<file path="src/rtl/pcm_decimator.sv">
// Decimates the filter output by DECIM and buffers kept samples in a small FIFO with valid/ready output.
// Define PCM_DECIM_AVG_EN to replace sample picking with a boxcar pre-average over each window.
module pcm_decimator #(
   parameter int DATA_WIDTH = 16,
   parameter int DECIM      = 64,
   parameter int FIFO_DEPTH = 4
) (
   input  logic                          clk,
   input  logic                          rst_n,
   input  logic [DATA_WIDTH-1:0]         din,
   input  logic                          valid_in,
   output logic [DATA_WIDTH-1:0]         dout,
   output logic                          valid_out,
   input  logic                          ready_in,
   output logic                          overflow,
   output logic [$clog2(FIFO_DEPTH):0]   fill
);

   localparam int PH_W   = $clog2(DECIM);
   localparam int PTR_W  = $clog2(FIFO_DEPTH);
   localparam int FILL_W = PTR_W + 1;

   logic [PH_W-1:0]       phase_q,    phase_d;
   logic [PTR_W-1:0]      wr_ptr_q,   wr_ptr_d;
   logic [PTR_W-1:0]      rd_ptr_q,   rd_ptr_d;
   logic [FILL_W-1:0]     fill_q,     fill_d;
   logic                  overflow_q, overflow_d;
   logic [DATA_WIDTH-1:0] mem_q [FIFO_DEPTH];
   logic [DATA_WIDTH-1:0] mem_d [FIFO_DEPTH];

   logic                  keep;
   logic [DATA_WIDTH-1:0] push_val;
   logic                  pop;
   logic                  full;
   logic                  push_ok;

`ifdef PCM_DECIM_AVG_EN
   localparam int ACC_W = DATA_WIDTH + PH_W;

   logic signed [ACC_W-1:0] acc_q, acc_d, sum;

   // The window closes on its last sample, so the push carries the full sum including din.
   always_comb begin
      sum      = acc_q + ACC_W'($signed(din));
      keep     = valid_in && (phase_q == PH_W'(DECIM - 1));
      push_val = DATA_WIDTH'(sum >>> PH_W);
      acc_d    = acc_q;
      if (valid_in) begin
         acc_d = keep ? '0 : sum;
      end
   end

   always_ff @(posedge clk or negedge rst_n) begin
      if (!rst_n) begin
         acc_q <= '0;
      end else begin
         acc_q <= acc_d;
      end
   end
`else
   always_comb begin
      keep     = valid_in && (phase_q == '0);
      push_val = din;
   end
`endif

   always_comb begin
      pop        = (fill_q != '0) && ready_in;
      full       = (fill_q == FILL_W'(FIFO_DEPTH));
      // A pop frees the slot in the same cycle, so a full FIFO still accepts the push.
      push_ok    = keep && (!full || pop);

      phase_d    = valid_in ? phase_q + PH_W'(1) : phase_q;
      wr_ptr_d   = push_ok ? wr_ptr_q + PTR_W'(1) : wr_ptr_q;
      rd_ptr_d   = pop ? rd_ptr_q + PTR_W'(1) : rd_ptr_q;
      overflow_d = overflow_q || (keep && !push_ok);

      fill_d = fill_q;
      if (push_ok && !pop) begin
         fill_d = fill_q + FILL_W'(1);
      end else if (pop && !push_ok) begin
         fill_d = fill_q - FILL_W'(1);
      end

      // NOTE: blocking assignments here build combinational next-state; only the always_ff uses <=.
      mem_d = mem_q;
      if (push_ok) begin
         mem_d[wr_ptr_q] = push_val;
      end
   end

   always_ff @(posedge clk or negedge rst_n) begin
      if (!rst_n) begin
         phase_q    <= '0;
         wr_ptr_q   <= '0;
         rd_ptr_q   <= '0;
         fill_q     <= '0;
         overflow_q <= 1'b0;
         // NOTE: the buffer is reset so dout, read straight from mem_q, comes out of reset as 0.
         mem_q      <= '{default: '0};
      end else begin
         phase_q    <= phase_d;
         wr_ptr_q   <= wr_ptr_d;
         rd_ptr_q   <= rd_ptr_d;
         fill_q     <= fill_d;
         overflow_q <= overflow_d;
         mem_q      <= mem_d;
      end
   end

   assign dout      = mem_q[rd_ptr_q];
   assign valid_out = (fill_q != '0);
   assign overflow  = overflow_q;
   assign fill      = fill_q;

endmodule

</file>
<file path="config.mk">
export PLATFORM = sky130hd
export DESIGN_NAME = pcm_decimator
export DESIGN_NICKNAME = d
export VERILOG_FILES = /design/src/rtl/pcm_decimator.sv
export SDC_FILE = /design/constraint.sdc
export NUM_CORES = 1
export LEC_CHECK = 0
export ABC_AREA = 1
export CAP_MARGIN = 20
export CORE_MARGIN = 4
export CORE_UTILIZATION = 40
export CTS_CLUSTER_DIAMETER = 100
export CTS_CLUSTER_SIZE = 12
export DETAILED_ROUTE_END_ITERATION = 10
export SYNTH_ARGS = -nofsm -noshare
export SYNTH_HDL_FRONTEND = slang
export SYNTH_SLANG_ARGS = --single-unit
</file>
<file path="constraint.sdc">
create_clock -name clk -period 5.8 [get_ports clk]
set_clock_uncertainty 0.05 [all_clocks]
set_input_delay 0.87 -clock clk [delete_from_list [all_inputs] [get_ports clk]]
set_output_delay 0.87 -clock clk [all_outputs]
set_load 0.01 [all_outputs]
</file>
==> impl_summary.log <==
[metrics] detailed-router iteration count before antenna repair: 5
[metrics] CTS buffer count: 9
[metrics] Post-CTS Hold Fix Bufs: 0
[metrics] remaining antenna violation count after routing: 0
[metrics] most frequent cells in the layout: sky130_fd_sc_hd__nand2_1, sky130_fd_sc_hd__dfrtp_1, sky130_fd_sc_hd__nand3_1
[metrics] Starting DRT DRC Count: 146
[metrics] number of hold violations in the final report: 0
[metrics] most frequent standard cell in the layout excluding fill and tap cells: sky130_fd_sc_hd__nand2_1
[metrics] post-route DRC violation count: 0
[metrics] power per unit of standard cell area: 539 nW/µm²
[metrics] wire length after detailed routing: 9240 µm
[metrics] CP startpoint kind: register
[metrics] Root Buffer Master: sky130_fd_sc_hd__clkbuf_8
[metrics] worst path arrival time: 2370 ps
[metrics] uppermost routed layer: met4
[metrics] worst IR drop on VDD: 288 µV
[metrics] Overall Global Routing Usage: 17.6%
[metrics] proportion of total power due to net switching: 39.3%
[metrics] detailed placer's ending HPWL: 5480 µm
[metrics] final-stage net count: 500
[metrics] number of violations of the max-capacitance limit: 0
[metrics] area inside the core boundary: 9240 µm²
[metrics] Post-Syn Nets: 474
[metrics] WP data required: 4880 ps
[metrics] leakage power total: 2.17 nW
[metrics] terminus of the critical flop-to-flop path: fill[2]
[metrics] Placed Instances: 589
[metrics] Max H-tree Level: 3
[metrics] area enclosed by the die boundary: 11100 µm²
[metrics] number of post-CTS setup repair buffers: 0
[metrics] final RePlAce weighted congestion: 0.758
[metrics] clock transition time at the flip-flop clock pins of the worst setup and hold paths: 80 ps
[metrics] Inserted Diodes: 0
[metrics] result of the run: finished clean
[metrics] non-filler cells in the finished layout: 606
[metrics] Setup Crit Path Kind: reg -> out
[metrics] number of cells traversed by the worst register-to-register path: 12
[metrics] number of slew-limit violations in the final report: 0
[metrics] share of total power in the clock network: 18.8%
[metrics] relative contribution of sequential cells to total power: 38.0%
[metrics] startpoint of the most critical register-to-register path: phase_q[0]
[metrics] net switching power of the design: 0.942 mW
[metrics] Worst-Margin Slew: 982 ps
[metrics] area of all placed cells without fillers: 4450 µm²
[metrics] quantity of I/O buffers inserted on ports: 40
[metrics] number of cells upsized or downsized after cts: 0
[metrics] CTS tree: built
[metrics] Met1 Routed Length: 4220 µm
[metrics] total of flip-flops plus latches after synthesis: 78
[metrics] number of global-route vias before repair: 3084
[metrics] I/O pin count: 41
[metrics] Synth-to-Final Area Change: 17.1%
[metrics] clock sink count: 78
[metrics] pin count of the biggest net entering global routing: 79
[metrics] type of the tightest min-delay check: in -> async
[metrics] worst rel slew slack: 34.5%
[metrics] total via count in the routed design: 3100
[metrics] global-route wire length before repair: 15500 µm
[metrics] number of vias per cell after detailed routing: 5.12
[metrics] placement row count: 35
[metrics] post-synthesis cell area: 3800 µm²
[metrics] initial core utilization: 41.1%
[metrics] global route overflow: 0
[metrics] routed length per placed instance: 15.2 µm
[metrics] RSZ-0062 raised after global routing: no
[metrics] achievable clock frequency: 303 MHz
[metrics] clock period minus worst slack: 3290 ps
[metrics] reg2reg setup slack: 3640 ps
[metrics] Worst-Skew Late Latency: 350 ps
[metrics] met3 wire len: 422 µm
[metrics] vertical extent of the die: 105 µm
[metrics] proportion of power drawn by combinational gates: 43.2%
[metrics] antenna violations before repair: 0
[metrics] count of endpoints failing setup in the final report: 0
[metrics] placed cell areas: 4210 µm²
[metrics] die boundary width: 105 µm
[metrics] Synth Area per Inst: 8.52 µm²
[metrics] total negative slack for setup checks: 0 ps
[metrics] met2 wirelength from detailed routing: 4490 µm
[metrics] maximum clock insertion buffer count: 2
[metrics] internal power consumption: 1.46 mW
[metrics] share of the yosys chip area belonging to registers: 51.4%
[metrics] number of distinct library cells after synthesis: 28
[metrics] Warnings, synthesis: 0
[metrics] fraction of layout instances using a drive strength above 1: 7.76%
[metrics] maximum net fanout on the critical path: 18
[metrics] post-synthesis instance total: 446
[metrics] ratio of final minimum period to clock period: 56.8%
[metrics] CP endpoint kind: output pin
[worst max path at each step]
stage / start / endpoint / slack (ps) / depth (start not counted)
finish: rd_ptr_q[1] / dout[5] / 2510 / 4
global route: rd_ptr_q[1] / dout[9] / 2250 / 4
CTS: rd_ptr_q[1] / dout[7] / 2450 / 4
detailed placement: valid_in / fill[2] / 2730 / 11
global placement: valid_in / fill[2] / 2770 / 11
floorplan: valid_in / fill[2] / 3190 / 12
[state kept, by name (all words and copies together), names as in the netlist]
| signal | count |
|---|---|
| mem_q | 64 |
| fill | 3 |
| overflow | 1 |
| wr_ptr_q | 2 |
| phase_q | 6 |
| rd_ptr_q | 2 |
[final cells by class]
cell class | count | area [µm²]
Clock inverter | 4 | 70.1
Timing Repair Buffer | 43 | 440
Clock buffer | 12 | 145
Multi-Input combinational cell | 327 | 1630
Sequential cell | 78 | 1950
Tap cell | 129 | 161
Inverter | 13 | 48.8
Fill cell | 889 | 4790
[Yosys cell counts, drive strengths merged]
cell | instances | share of area [%]
nand2 | 142 | 14
dfrtp | 78 | 51
nand3 | 71 | 11
nor2 | 41 | 4.9
o21ai | 37 | 4.9
o22ai | 16 | 2.6
buf | 15 | 3.1
clkbuf | 13 | 1.3
inv | 13 | 1.3
ha | 7 | 2.3
xor2 | 4 | 0.92
xnor2 | 3 | 0.69
a21oi | 2 | 0.26
fa | 1 | 0.53
mux2 | 1 | 0.30
nand4 | 1 | 0.16
o21bai | 1 | 0.20
[worst max-delay path, cell delays in order, from the launching register on]
cell	delay, ps
sky130_fd_sc_hd__dfrtp_1	580
sky130_fd_sc_hd__inv_1	510
sky130_fd_sc_hd__o21ai_0	170
sky130_fd_sc_hd__o22ai_1	190
sky130_fd_sc_hd__clkdlybuf4s50_1	580
[logic make-up (layout without fill, tap and decap cells)]
kind of cell,after synthesis,after routing,synth area share [%]
flip-flops,78,78,51.4
multiplexers,1,1,0.296
buffers and inverters,41,72,5.70
AO/OA/AOI/OAI,56,56,7.97
AND/OR/NAND/NOR,255,255,30.2
XOR/XNOR,7,7,1.61
adder cells (fa/ha/maj),8,8,2.83
[power groups by stage]
stage | clock [mW] | sequential [mW] | combinational, mW
CTS | 0.459 | 0.913 | 1.05
detailed placement | 0 | 0.922 | 1.05
global route | 0.487 | 0.946 | 1.16
global placement | 0 | 0.914 | 1.03
finish | 0.450 | 0.911 | 1.04
floorplan | 0 | 0.886 | 0.646
[per-stage QoR]
stage	setup slack [ps]	power, mW	util (%)	hold slack, ps
finish	2510	2.40	48.1	394
global route	2250	2.60	48.1	406
CTS	2450	2.42	47.8	422
detailed placement	2730	1.97	45.5	404
global placement	2770	1.95	45.5	399
floorplan	3190	1.53	-	387
[metal layers]
metal | global-route usage [%] | vias to the layer above
li1 | - | 1514
met1 | 23.2 | 1507
met2 | 29.1 | 69
met3 | 3.92 | 10
met4 | 5.06 | 0
met5 | 0 | -
(Power assumes the default switching activity.)
==> patch 1: new RTL, same flow settings <==
Build with the macro `PCM_DECIM_AVG_EN` defined.
--- a/src/rtl/pcm_decimator.sv
+++ b/src/rtl/pcm_decimator.sv
@@ -1,5 +1,7 @@
 // Decimates the filter output by DECIM and buffers kept samples in a small FIFO with valid/ready output.
 // Define PCM_DECIM_AVG_EN to replace sample picking with a boxcar pre-average over each window.
+`define PCM_DECIM_AVG_EN
+
 module pcm_decimator #(
    parameter int DATA_WIDTH = 16,
    parameter int DECIM      = 64,
Check against the original RTL: not equivalent (Yosys sat finds a counterexample within 4 cycles, from zero or initial values and one cycle with rst_n low).
==> patch 1 against the original RTL <==
- global-route usage rose by 1.4 points
- sequential cell count grew 22
- critical path type unchanged
- synthesized area up 58%
- critical path depth stayed put
- non-clock buffer count stayed put
- clock power rose by 30%
- wire length up 67%
- register-to-register slack worse by 0.11 ns
- total power up 47%
- worst setup slack worse by 0.19 ns
- design area grew 52%
- combinational power grew 80%
==> patch 1: results (changes against the original RTL) <==
metric,value,unit,change
setup bufs post-CTS,0,,unchanged
most area-consuming cells after synthesis,"dfrtp_1, nand2_1, nand3_1, ha_1, inv_1",,
tap cells,184,,+43%
pin count of the biggest net entering global routing,65,,-18%
clk tree area frac,0.0423,,-0.00610
fraction of cell area in non-clock buffers,0.0623,,-0.0367
Post-synth top cells,"nand2_1, dfrtp_1, nand3_1",,
Logic inverters,74,,+61
1st-iter DRT viols,491,,+240%
slew at the pin closest to its max-slew limit,1.07,ns,+0.0850 ns
Leak Pwr,3.54,nW,+63%
RD Place Congestion,0.899,,+19%
Multi-Input Combinational,583,,+78%
critical path's largest stage delay,0.64,ns,+0.06 ns
Mapped Nets,830,,+75%
clkbuf count,10,,-2
wire length of the first global-routing pass,25100,um,+62%
proportion of layout cells with a drive suffix above 1,0.0674,,-0.0102
Reg2Reg Setup Slack,3.53,ns,-0.11 ns
status,"finished, final reports clean",,
Area after DPL,6460,sq um,+54%
Yosys cell types,40,,+43%
CTS root buffer,clkbuf_16,,
arrival time worst endpoint,2.57,ns,+0.20 ns
Nets,860,,+72%
filler cell count,1426,,+60%
"Seq/Total Area, Yosys",0.418,,-0.0960
DP Worst Slack,2.56,ns,-0.173 ns
post-detail-place hpwl,10800,um,+96%
sequential cell area share,0.371,,-0.0679
GRT Util Overall,0.190,,+0.0143
vias per std cell,5.19,,+1.5%
worst vdd ir,0.000225,V,-22%
patch 1: changes by cell type after synthesis, sizes merged, moves of 6 or more:
cell    unedited run  this run
xnor2              3        10
nand2            142       282
nor2              41        58
nand3             71        84
nand3b             0         6
o21ai             37        59
a21oi              2        16
inv               13        70
dfrtp             78       100
ha                 7        27
patch 1: routing by layer:
metal  up-vias  GRT usage  part of all wire
met5         -          0                 0
met4         0     0.0581             0.013
met3        16     0.0360             0.048
met2       110      0.310              0.47
met1      2483      0.259              0.47
li1       2584          -                 -
patch 1: worst max path at each step:
stage	start	end	slack, ns	depth (start not counted)
final	rd_ptr_q[1]$_DFFE_PN0P_	dout[11]	2.31	4
after global routing	rd_ptr_q[1]$_DFFE_PN0P_	dout[6]	2.20	4
after CTS	rd_ptr_q[1]$_DFFE_PN0P_	dout[11]	2.24	4
after detailed placement	valid_in	fill[2]$_DFFE_PN0P_	2.56	11
after global placement	valid_in	fill[2]$_DFFE_PN0P_	2.57	11
after floorplan	valid_in	fill[2]$_DFFE_PN0P_	3.27	11
patch 1: kinds of logic after synthesis:
logic type / synth area share
flops: 0.418
simple gates: 0.320
buf+inv: 0.0808
fa+ha+maj: 0.0631
xor+xnor: 0.0272
mux: 0.00188
compound gates: 0.0892
patch 1: through the flow:
stage               cells  hold WS, ns  utilization
global route         1000        0.450        0.462
finish               1000        0.417        0.462
global placement      984        0.408        0.443
floorplan             781        0.394            -
CTS                  1000        0.430        0.462
detailed placement    984        0.410        0.443
patch 1: report_power, final:
part           leakage (nW)  total, mW  switching [mW]  internal (mW)
sequential             1.31       1.07           0.159          0.913
combinational          2.09       1.87            1.16          0.706
clock                 0.141      0.585           0.278          0.307
==> patch 2: new RTL, same flow settings <==
Made on the original files. Put one more register stage on the output `overflow`, cleared by the reset. The value now appears one clock later. The other outputs are not delayed to match.
--- a/src/rtl/pcm_decimator.sv
+++ b/src/rtl/pcm_decimator.sv
@@ -110,7 +110,13 @@
 
    assign dout      = mem_q[rd_ptr_q];
    assign valid_out = (fill_q != '0);
-   assign overflow  = overflow_q;
+   always_ff @(posedge clk or negedge rst_n) begin
+      if (!rst_n) begin
+         overflow <= '0;
+      end else begin
+         overflow <= overflow_q;
+      end
+   end
    assign fill      = fill_q;
 
 endmodule
Behaviour: no difference found for any inputs over 10 cycles, from zero or initial values and one cycle with rst_n low; that may be too few to reach the edited logic, so the function may still have changed.
==> patch 2 against the original RTL <==
- total power increased by 0.79%
- sequential power increased by 1%
- wire length increased by 1.6%
- design area increased by 0.34%
- synthesized area increased by 0.66%
- combinational power about the same
- cell count increased by 0.17%
- non-clock buffer count unchanged
- synthesized cell count increased by 0.22%
- sequential cell count increased by 1
- worst setup slack got worse by 0.046 ns
- critical endpoint unchanged
- highest routed layer unchanged
==> patch 2: results (changes against the original RTL) <==
metric,value,unit,change
worst vdd ir,0.000293,V,+1.6%
"Seq/Total Area, Yosys",0.517,,+0.00318
critical path's largest stage delay,0.73,ns,+0.15 ns
post-synthesis compound-gate area fraction,0.0792,,-0.000522
Mapped Nets,475,,+0.21%
post-detail-place hpwl,5520,um,+0.69%
RD Place Congestion,0.761,,+0.36%
arrival time worst endpoint,2.42,ns,+0.05 ns
DP Worst Slack,2.76,ns,+0.0264 ns
class of the worst hold path,reg2reg,,
Avg WL per Cell,15.5,um,+1.4%
pin count of the biggest net entering global routing,80,,+1.3%
CP Max Fanout,34,,+16
number of global-route vias before repair,3055,,-0.94%
status,"finished, final reports clean",,
Rel. slew slack,0.325,,-0.0191
Post-synth top cells,"nand2_1, dfrtp_1, nand3_1",,
Synth Area in Adders,0.0281,,-0.000185
GRT Util Overall,0.174,,-0.00191
most area-consuming cells after synthesis,"dfrtp_1, nand2_1, nand3_1, o21ai_0, nor2_1",,
Num CTS Buffers,9,,unchanged
mux cell area share after synthesis,0.00295,,-0.0000194
Crit-path slowest cell,inv_1,,
1st-iter DRT viols,160,,+9.6%
Leak Pwr,2.17,nW,about the same
xor and xnor area share after synthesis,0.0160,,-0.000106
Nets,501,,+0.20%
wire length of the first global-routing pass,15500,um,+0.36%
proportion of layout cells with a drive suffix above 1,0.0795,,+0.00193
Sw Share,0.399,,+0.00580
==> patch 2: logic make-up after synthesis <==
kind of cell               Yosys count
buffers and inverters               41
AOI/OAI and AO/OA                   56
DFF                                 79
muxes                                1
xor gates and xnor gates             7
and+or+nand+nor                    255
adders and majority gates            8
==> patch 2: metal layers <==
metal	up-vias	global-route usage	share of wire
met2	73	0.282	0.48
met5	-	0	0
met4	0	0.0342	0.011
li1	1516	-	-
met3	11	0.0447	0.059
met1	1511	0.238	0.45
==> patch 2: through the flow <==
| step | cells | power [mW] | cell area [sq um] | hold WS, ns |
|---|---|---|---|---|
| finish | 607 | 2.42 | 4460 | 0.354 |
| global route | 607 | 2.60 | 4460 | 0.369 |
| CTS | 606 | 2.44 | 4440 | 0.364 |
| detailed placement | 590 | 1.98 | 4230 | 0.341 |
| global placement | 590 | 1.96 | 4230 | 0.340 |
| floorplan | 447 | 1.54 | 3820 | 0.298 |
==> patch 2: power groups by stage <==
stage                     combinational (mW)  sequential (mW)  clock [mW]
after CTS                               1.05            0.926       0.457
after detailed placement                1.05            0.935           0
after global placement                  1.04            0.925           0
final                                   1.04            0.924       0.449
after global routing                    1.17            0.953       0.475
after floorplan                        0.646            0.897           0
==> patch 2: cell type report <==
cell class	instances	area (sq um)
multi-input cells	327	1630
clock buffers	10	128
flip-flops and latches	79	1980
inverters	13	48.8
clock inverters	6	85.1
fillers	940	4820
repair buffers	43	433
well taps	129	161
==> patch 2: worst register-to-register path, cell delays in order, from the launching register on <==
cell,delay (ns)
dfrtp_1,0.43
inv_1,0.07
ha_1,0.15
nand2_2,0.05
inv_2,0.07
nand3_2,0.10
nor2_4,0.11
ha_1,0.14
inv_1,0.07
fa_1,0.39
a21oi_1,0.14
o21ai_0,0.11
xor2_1,0.16
==> patch 2: worst max-delay path by stage <==
stage / startpoint / slack (ns) / to
after floorplan: valid_in / 3.19 / fill[2]$_DFFE_PN0P_
after global placement: valid_in / 2.78 / fill[2]$_DFFE_PN0P_
after detailed placement: valid_in / 2.76 / fill[2]$_DFFE_PN0P_
after CTS: rd_ptr_q[0]$_DFFE_PN0P_ / 2.44 / dout[5]
after global routing: rd_ptr_q[0]$_DFFE_PN0P_ / 2.24 / dout[6]
final: rd_ptr_q[0]$_DFFE_PN0P_ / 2.46 / dout[5]
